## src/rtl/mp_add_pkg.sv

```systemverilog
// Shared types and constants for the byte-serial multi-precision add/subtract sequencer.
package mp_add_pkg;

    localparam int unsigned BYTE_W = 8;

    typedef enum logic [1:0] {
        IDLE  = 2'd0,
        RUN   = 2'd1,
        DRAIN = 2'd2
    } state_t;

    // Two's-complement overflow: operands agree in sign but the result does not.
    function automatic logic signed_ovf(input logic a_msb, input logic b_msb, input logic s_msb);
        return (a_msb == b_msb) && (s_msb != a_msb);
    endfunction

endpackage

```

## src/rtl/mp_add_seq_adder8.sv

```systemverilog
// 8-bit ripple-carry adder used once per byte by the sequencer.
module ADDER8bit
    import mp_add_pkg::*;
(
    input  logic [BYTE_W-1:0] i_a,
    input  logic [BYTE_W-1:0] i_b,
    input  logic              i_cin,
    output logic [BYTE_W-1:0] o_sum,
    output logic              o_cout
);

    // Full-adder chain; carry ripples from bit 0 upwards.
    always_comb begin
        logic [BYTE_W:0] v_c;
        v_c    = '0;
        o_sum  = '0;
        v_c[0] = i_cin;
        for (int i = 0; i < int'(BYTE_W); i++) begin
            o_sum[i]  = i_a[i] ^ i_b[i] ^ v_c[i];
            v_c[i+1]  = (i_a[i] & i_b[i]) | (v_c[i] & (i_a[i] ^ i_b[i]));
        end
        o_cout = v_c[BYTE_W];
    end

endmodule

```

## src/rtl/mp_add_seq.sv

```systemverilog
// Byte-serial multi-precision add/subtract sequencer: one ADDER8bit per byte,
// carry fed back through a register, LSB-first valid/ready streams.
module mp_add_seq
    import mp_add_pkg::*;
#(
    parameter int unsigned MAX_BYTES = 4,
    parameter int unsigned LW        = 2
) (
    input  logic              clk,
    input  logic              rst,
    input  logic              start,
    input  logic [LW-1:0]     len_m1,
    input  logic              sub,
    input  logic [BYTE_W-1:0] a_byte,
    input  logic [BYTE_W-1:0] b_byte,
    input  logic              in_valid,
    output logic              in_ready,
    output logic [BYTE_W-1:0] sum_byte,
    output logic              out_valid,
    input  logic              out_ready,
    output logic              out_last,
    output logic              cout,
    output logic              ovf,
    output logic              busy,
    output logic              done
);

    // Longest legal length; requests beyond it are clamped when latched.
    localparam logic [LW-1:0] LEN_MAX = LW'(MAX_BYTES - 1);

    state_t r_state;
    state_t w_state_nxt;

    logic              w_in_ready;
    logic              w_start_acc;
    logic              w_xfer;
    logic              w_last_xfer;
    logic              w_drain_hs;

    logic [LW-1:0]     r_len_m1;
    logic [LW-1:0]     r_count;
    logic              r_sub;
    logic              r_carry;
    logic [BYTE_W-1:0] r_sum;
    logic              r_out_valid;
    logic              r_out_last;
    logic              r_cout;
    logic              r_ovf;
    logic              r_done;

    logic [BYTE_W-1:0] w_b_eff;
    logic [BYTE_W-1:0] w_sum;
    logic              w_cout;

    // Subtraction is A + ~B + 1; the +1 comes from the carry preset at start.
    assign w_b_eff = b_byte ^ {BYTE_W{r_sub}};

    ADDER8bit u_adder (
        .i_a    (a_byte),
        .i_b    (w_b_eff),
        .i_cin  (r_carry),
        .o_sum  (w_sum),
        .o_cout (w_cout)
    );

    // State register.
    always_ff @(posedge clk or posedge rst) begin
        if (rst) begin
            r_state <= IDLE;
        end else begin
            r_state <= w_state_nxt;
        end
    end

    // Next-state and handshake decode.
    always_comb begin
        w_state_nxt = r_state;
        w_in_ready  = 1'b0;
        w_start_acc = 1'b0;
        w_xfer      = 1'b0;
        w_last_xfer = 1'b0;
        w_drain_hs  = 1'b0;
        case (r_state)
            IDLE: begin
                if (start) begin
                    w_start_acc = 1'b1;
                    w_state_nxt = RUN;
                end
            end
            RUN: begin
                w_in_ready  = !r_out_valid || out_ready;
                w_xfer      = in_valid && w_in_ready;
                w_last_xfer = w_xfer && (r_count == r_len_m1);
                if (w_last_xfer) begin
                    w_state_nxt = DRAIN;
                end
            end
            DRAIN: begin
                w_drain_hs = r_out_valid && out_ready;
                if (w_drain_hs) begin
                    w_state_nxt = IDLE;
                end
            end
            default: begin
                w_state_nxt = IDLE;
            end
        endcase
    end

    // Operation context, carry chain and output register.
    always_ff @(posedge clk or posedge rst) begin
        if (rst) begin
            r_len_m1    <= '0;
            r_count     <= '0;
            r_sub       <= 1'b0;
            r_carry     <= 1'b0;
            r_sum       <= '0;
            r_out_valid <= 1'b0;
            r_out_last  <= 1'b0;
            r_cout      <= 1'b0;
            r_ovf       <= 1'b0;
            r_done      <= 1'b0;
        end else begin
            r_done <= 1'b0;
            if (w_start_acc) begin
                r_len_m1 <= (len_m1 > LEN_MAX) ? LEN_MAX : len_m1;
                r_sub    <= sub;
                r_carry  <= sub;
                r_count  <= '0;
            end
            if (w_xfer) begin
                r_sum       <= w_sum;
                r_carry     <= w_cout;
                r_out_valid <= 1'b1;
                if (w_last_xfer) begin
                    r_out_last <= 1'b1;
                    r_cout     <= w_cout;
                    r_ovf      <= signed_ovf(a_byte[BYTE_W-1], w_b_eff[BYTE_W-1], w_sum[BYTE_W-1]);
                end else begin
                    r_count <= r_count + LW'(1);
                end
            end else if (w_drain_hs) begin
                // Final byte taken by the sink: close out the operation.
                r_out_valid <= 1'b0;
                r_out_last  <= 1'b0;
                r_done      <= 1'b1;
                r_count     <= '0;
            end else if (r_out_valid && out_ready) begin
                r_out_valid <= 1'b0;
            end
        end
    end

    assign in_ready  = w_in_ready;
    assign sum_byte  = r_sum;
    assign out_valid = r_out_valid;
    assign out_last  = r_out_last;
    assign cout      = r_cout;
    assign ovf       = r_ovf;
    assign busy      = (r_state != IDLE);
    assign done      = r_done;

endmodule

```

## config.mk

```make
export PLATFORM = sky130hd
export DESIGN_NAME = mp_add_seq
export DESIGN_NICKNAME = d
export VERILOG_FILES = /design/src/rtl/mp_add_pkg.sv /design/src/rtl/mp_add_seq_adder8.sv /design/src/rtl/mp_add_seq.sv
export SDC_FILE = /design/constraint.sdc
export NUM_CORES = 1
export LEC_CHECK = 0
export BUFFER_PORTS_ARGS = -buffer_cell sky130_fd_sc_hd__clkbuf_2
export CAP_MARGIN = 10
export CORE_MARGIN = 1.5
export CORE_UTILIZATION = 40
export CTS_BUF_LIST = sky130_fd_sc_hd__clkbuf_16
export DETAILED_ROUTE_END_ITERATION = 12
export PLACE_DENSITY_LB_ADDON = 0.08
export SYNTH_ARGS = -nofsm -noshare
export SYNTH_HDL_FRONTEND = slang
export SYNTH_SLANG_ARGS = --single-unit
```

## constraint.sdc

```tcl
create_clock -name clk -period 4.9 [get_ports clk]
set_input_delay 0.49 -clock clk [delete_from_list [all_inputs] [get_ports clk]]
set_output_delay 0.49 -clock clk [all_outputs]
set_load 0.05 [all_outputs]
```

==> impl_metrics.toml, run 1 <==
[worst_setup_path]
path_max_fanout = 9
startpoint_type = "flop"
cp.arrival_ns = 4.60
cp-end-kind = "flop"
critical_path_required_ns = 5.03
worst-setup-path-type = "flop to flop"

[cts]
postCtsHoldBufs = 0
clock_latency_ns = 0.25
path_clk_slew_ns = 0.06
cts_buffers = 3
h-tree-depth = 1
cts.sinks = 21
postCtsSetupBuffers = 0
clock-root-buffer = "clkbuf_16"
cts_resized = 0
cts_tree = "done"
cts_buffer_depth = 2

[cells_and_area]
post-route-util = 0.5340
layout.nets = 183
design_area_um2 = 1485
antenna_cells = 0
drive_gt1_frac = 0.3423
layout_commonest_cell = "clkbuf_2"
mostFrequentLayoutCells = "clkbuf_2 (38), dfrtp_1 (21), nand2_1 (16)"
syn2layout_area_growth_pct = 24.55

[sta]
fin_tns_setup_ns = 0
finClkSkew_ns = 0.003318
rsz0062_at_grt = "false"
tightestPinTransition_ns = 0.8186
max_slew_margin = 0.4537
period_needed_ns = 4.461
finalCritPeriodShare = 0.9105
finalHoldViolCount = 0
final-max-slew-violation-count = 0
setup_violations = 0
fmax_ghz = 0.2242

[power]
p_leak_uw = 0.0007485
vdd_drop_max_mv = 0.3914
p_per_area_nw_per_um2 = 755.1

[die]
pin_count = 39
core.rowCount = 19
dieArea_um2 = 3318
start_util = 0.4287
die_w_um = 57.60
core_area_um2 = 2781
die_h_um = 57.60

[grt]
grt_pass1_wl_um = 3746
overflow = 0
grt_pass1_vias = 894
grt_max_degree = 22
grt_antenna_before_repair = 0
grt_use_total = 0.1480

[routing]
drtPass1Iterations = 3
ant_nets = 0
routedWlPerCell_um = 12.03
vias = 855
drt_wl_total_um = 2166
vias_per_cell = 4.750
initialDrtViolationCount = 11
drc = 0

[synthesis]
synth_fp_nets = 143
yosys_warnings = 0
synth.avg_cell_area_um2 = 10.84
synth_seq_cells = 21
syn_area_um2 = 1192
seq_area_frac_synth = 0.4407
syn_inst = 110
ys_types = 28

[placed_design]
placed_area_um2 = 1406
hpwl_um = 1693
gp_congestion = 0.6653
portBuffers = 38

[run_status]
status = "finished, final reports clean"

[run]
drv_cap = 0

[hold_path]
worstHoldPathType = "input pin to async pin"
[power by group]
group,leakage (µW),switching [µW],internal [µW],total [µW]
clock network,0.0000423,60.2,109,169
registers,0.000254,76.3,256,332
logic,0.000452,409,211,620
[cell usage after synthesis]
master / n / share of area
and4b_1: 1 / 0.0084
nand3_1: 1 / 0.0042
o21bai_1: 1 / 0.0063
xnor2_1: 8 / 0.059
nor2b_2: 1 / 0.0073
dfrtp_1: 21 / 0.44
and2_1: 1 / 0.0052
a21oi_1: 2 / 0.0084
buf_2: 3 / 0.013
nor3b_2: 2 / 0.021
nand2b_2: 1 / 0.0073
ha_1: 1 / 0.010
nand2_1: 16 / 0.050
mux2_1: 2 / 0.019
fa_1: 8 / 0.13
xor2_1: 3 / 0.022
o31ai_1: 1 / 0.0063
nor4b_1: 1 / 0.0073
o21ai_0: 7 / 0.029
o32ai_1: 1 / 0.0073
o21ba_2: 1 / 0.0084
a211oi_1: 3 / 0.019
nand3_2: 1 / 0.0084
inv_1: 12 / 0.038
nor2_1: 5 / 0.016
or2_2: 1 / 0.0052
and3_1: 2 / 0.010
mux2_2: 3 / 0.028
[metrics by stage]
| step | power [µW] | setup slack (ns) | hold WS, ns | std cells |
|---|---|---|---|---|
| 6_report | 1121 | 0.4387 | 0.3739 | 180 |
| 5_1_grt | 1219 | 0.1804 | 0.4482 | 180 |
| 2_1_floorplan | 828.7 | 0.6673 | 0.4665 | 110 |
| 3_3_place_gp | 955.4 | 0.5200 | 0.4645 | 176 |
| 4_1_cts | 1137 | 0.3833 | 0.4152 | 180 |
| 3_5_place_dp | 964.8 | 0.3887 | 0.4644 | 176 |
[worst max-delay path, stage by stage, from the launching register on]
cell	delay [ns]
dfrtp_1	0.60
xnor2_1	0.17
fa_1	0.38
inv_1	0.07
fa_1	0.15
inv_1	0.05
fa_1	0.37
fa_1	0.39
fa_1	0.40
fa_1	0.39
fa_1	0.37
inv_1	0.07
fa_1	0.44
xnor2_1	0.18
nor2_1	0.05
mux2_1	0.28
[final timing paths]
check                            start          end  slack [ns]  cells past startpoint
max                              r_sub          ovf        0.44                     15
min                                rst         done        0.37                      2
max reg2reg                      r_sub          ovf        0.44                     15
min reg2reg                sum_byte[7]  sum_byte[7]        0.48                      2
max in group asynchronous          rst  r_len_m1[0]        4.02                      2
min in group clk             len_m1[0]  r_len_m1[0]        0.47                      2
[flip-flops by register name (all words and copies together) (netlist names), 2 cells and up]
signal    flops
sum_byte      8
r_len_m1      2
r_state       2
r_count       2
[final cells by class]
type,count,area (µm²)
flip-flops and latches,21,525.5
clock buffers,3,75.07
multi-input cells,74,606.8
inverters,12,45.04
fillers,260,1296
clock inverters,1,3.754
repair buffers,38,190.2
well taps,31,38.79
[routing by layer]
metal  GRT usage  wire, µm  vias to the layer above
met3     0.02721       101                        2
met4     0.06977        27                        0
met1      0.1779       983                      398
met2      0.2549      1053                       21
met5           0         0                        -
li1            -         -                      434
[kinds of logic (layout without fill, tap and decap cells)]
family / count (synthesis) / in the layout / synth area share
buffers and inverters: 15 / 54 / 0.05036
and+or+nand+nor: 33 / 33 / 0.1511
DFF: 21 / 21 / 0.4407
AOI/OAI and AO/OA: 16 / 16 / 0.08500
xor gates and xnor gates: 11 / 11 / 0.08080
adders and majority gates: 9 / 9 / 0.1448
muxes: 5 / 5 / 0.04722
Note: power is estimated with default switching activity, not from simulation.
==> run 2, diff against run 1 <==
--- a/config.mk
+++ b/config.mk
@@ -12,6 +12,7 @@
 export CTS_BUF_LIST = sky130_fd_sc_hd__clkbuf_16
 export DETAILED_ROUTE_END_ITERATION = 12
 export PLACE_DENSITY_LB_ADDON = 0.08
+export RECOVER_POWER = 50
 export SYNTH_ARGS = -nofsm -noshare
 export SYNTH_HDL_FRONTEND = slang
 export SYNTH_SLANG_ARGS = --single-unit
==> run 2 against run 1 <==
  * Die area stayed put
  * Global-route usage stayed put
  * Sequential cell count stayed put
  * Non-clock buffer count stayed put
  * Total power is 0.63% lower
  * Critical path depth stayed put
  * Cell count stayed put
  * Largest cell class unchanged
==> impl_metrics.toml, run 2 (synthesized netlist as in run 1, its figures left out) <==
[cells_and_area]
drive_gt1_frac = 0.3020
largest_reg_flops = 8
antenna_cells = 0
layout_commonest_cell = "clkbuf_2"
mostFrequentLayoutCells = "clkbuf_2 (34), dfrtp_1 (21), nand2_1 (16)"
syn2layout_area_growth_pct = 23.50
layout.nets = 183
layout.cells.non_filler = 180

[run]
drv_cap = 0

[worst_setup_path]
cp-end-kind = "flop"
critical_path_required_ns = 5.03
startpoint_type = "flop"
cp.arrival_ns = 4.60
worst-setup-path-type = "flop to flop"
path_max_fanout = 9
rrSetupSlack_ns = 0.44

[grt]
overflow = 0
grt_max_degree = 22
grt_use_total = 0.1480
grt_pass1_vias = 894
grt_pass1_wl_um = 3746
grt_antenna_before_repair = 0

[power]
p_switching_uw = 542.7
p_leak_uw = 0.0007334
total_power_uw = 1114
swShare = 0.4870
combPwrFrac = 0.551
pwr-share-seq = 0.298
vdd_drop_max_mv = 0.3874
p_clk_frac = 0.151
p_per_area_nw_per_um2 = 756.7
p_int_uw = 571.7

[die]
die_h_um = 57.60
pin_count = 39
core.rowCount = 19
die_w_um = 57.60
core_area_um2 = 2781
start_util = 0.4287
dieArea_um2 = 3318

[routing]
ant_nets = 0
vias = 856
drc = 0
routedWlPerCell_um = 12.07
vias_per_cell = 4.756
initialDrtViolationCount = 13
drt_wl_total_um = 2172
drtPass1Iterations = 3

[placed_design]
post-place-cells = 176
hpwl_um = 1693
portBuffers = 38
gp_congestion = 0.6653
pre_cts_ws_ns = 0.3887

[cts]
cts.sinks = 21
cts_tree = "done"
path_clk_slew_ns = 0.06
clock_latency_ns = 0.25
postCtsSetupBuffers = 0
h-tree-depth = 1
cts_resized = 0
cts_buffer_depth = 2
postCtsHoldBufs = 0
cts_buffers = 3
clock-root-buffer = "clkbuf_16"

[sta]
fmax_ghz = 0.2240
finalHoldViolCount = 0
setup_violations = 0
period_needed_ns = 4.464
finalCritPeriodShare = 0.9110
fin_tns_setup_ns = 0
rsz0062_at_grt = "false"
finClkSkew_ns = 0.002310
final-max-slew-violation-count = 0
holdWs_ns = 0.3758
max_slew_margin = 0.4530
tightestPinTransition_ns = 0.8196
layout_setup_ws_ns = 0.4361

[hold_path]
worstHoldPathType = "input pin to async pin"

[run_status]
status = "finished, final reports clean"
## run 2: cell counts in the layout (fill, tap and decap cells not counted)
No cell type changed its count.
## run 2: path summary, 6_finish.rpt
check | startpoint | endpoint | cells past startpoint
worst min-delay path | rst | sum_byte[7] | 2
worst min register to register | sum_byte[7] | sum_byte[7] | 2
worst max-delay path | r_sub | ovf | 15
min in group clk | len_m1[0] | r_len_m1[0] | 2
worst max register to register | r_sub | ovf | 15
max in group asynchronous | rst | r_len_m1[0] | 2
## run 2: worst max-delay path, stage by stage (launching register included)
cell and delay (ns):
dfrtp_1 0.60, xnor2_1 0.17, fa_1 0.38, inv_1 0.07, fa_1 0.15, inv_1 0.05
fa_1 0.37, fa_1 0.39, fa_1 0.40, fa_1 0.39, fa_1 0.37, inv_1 0.07
fa_1 0.44, xnor2_1 0.18, nor2_1 0.05, mux2_1 0.28
## run 2: layer usage
layer / up-vias / share of wire / global-route usage
met5: - / 0 / 0
met4: 0 / 0.012 / 0.06977
met3: 2 / 0.047 / 0.02721
met2: 21 / 0.49 / 0.2549
met1: 400 / 0.45 / 0.1779
li1: 433 / - / -
## run 2: final cells by class
| type | instances | area, µm² |
|---|---|---|
| multi-input combinational | 74 | 599.3 |
| fill | 263 | 1309 |
| inverter | 12 | 45.04 |
| timing repair buffer | 38 | 185.2 |
| clock buffer | 3 | 75.07 |
| clock inverter | 1 | 3.754 |
| sequential | 21 | 525.5 |
| tap | 31 | 38.79 |
## run 2: power by group through the flow
stage                     Sequential [µW]  Clock (µW)  Combinational [µW]
after floorplan                       472           0                 357
after global placement                332           0                 623
after detailed placement              334           0                 630
after CTS                             333         174                 631
after global routing                  344         180                 688
final                                 332         168                 614
## run 2: per-stage QoR
step | util | instance area, µm²
after floorplan | - | 1192
after global placement | 0.5056 | 1406
after detailed placement | 0.5056 | 1406
after CTS | 0.5340 | 1485
after global routing | 0.5295 | 1473
final | 0.5295 | 1473
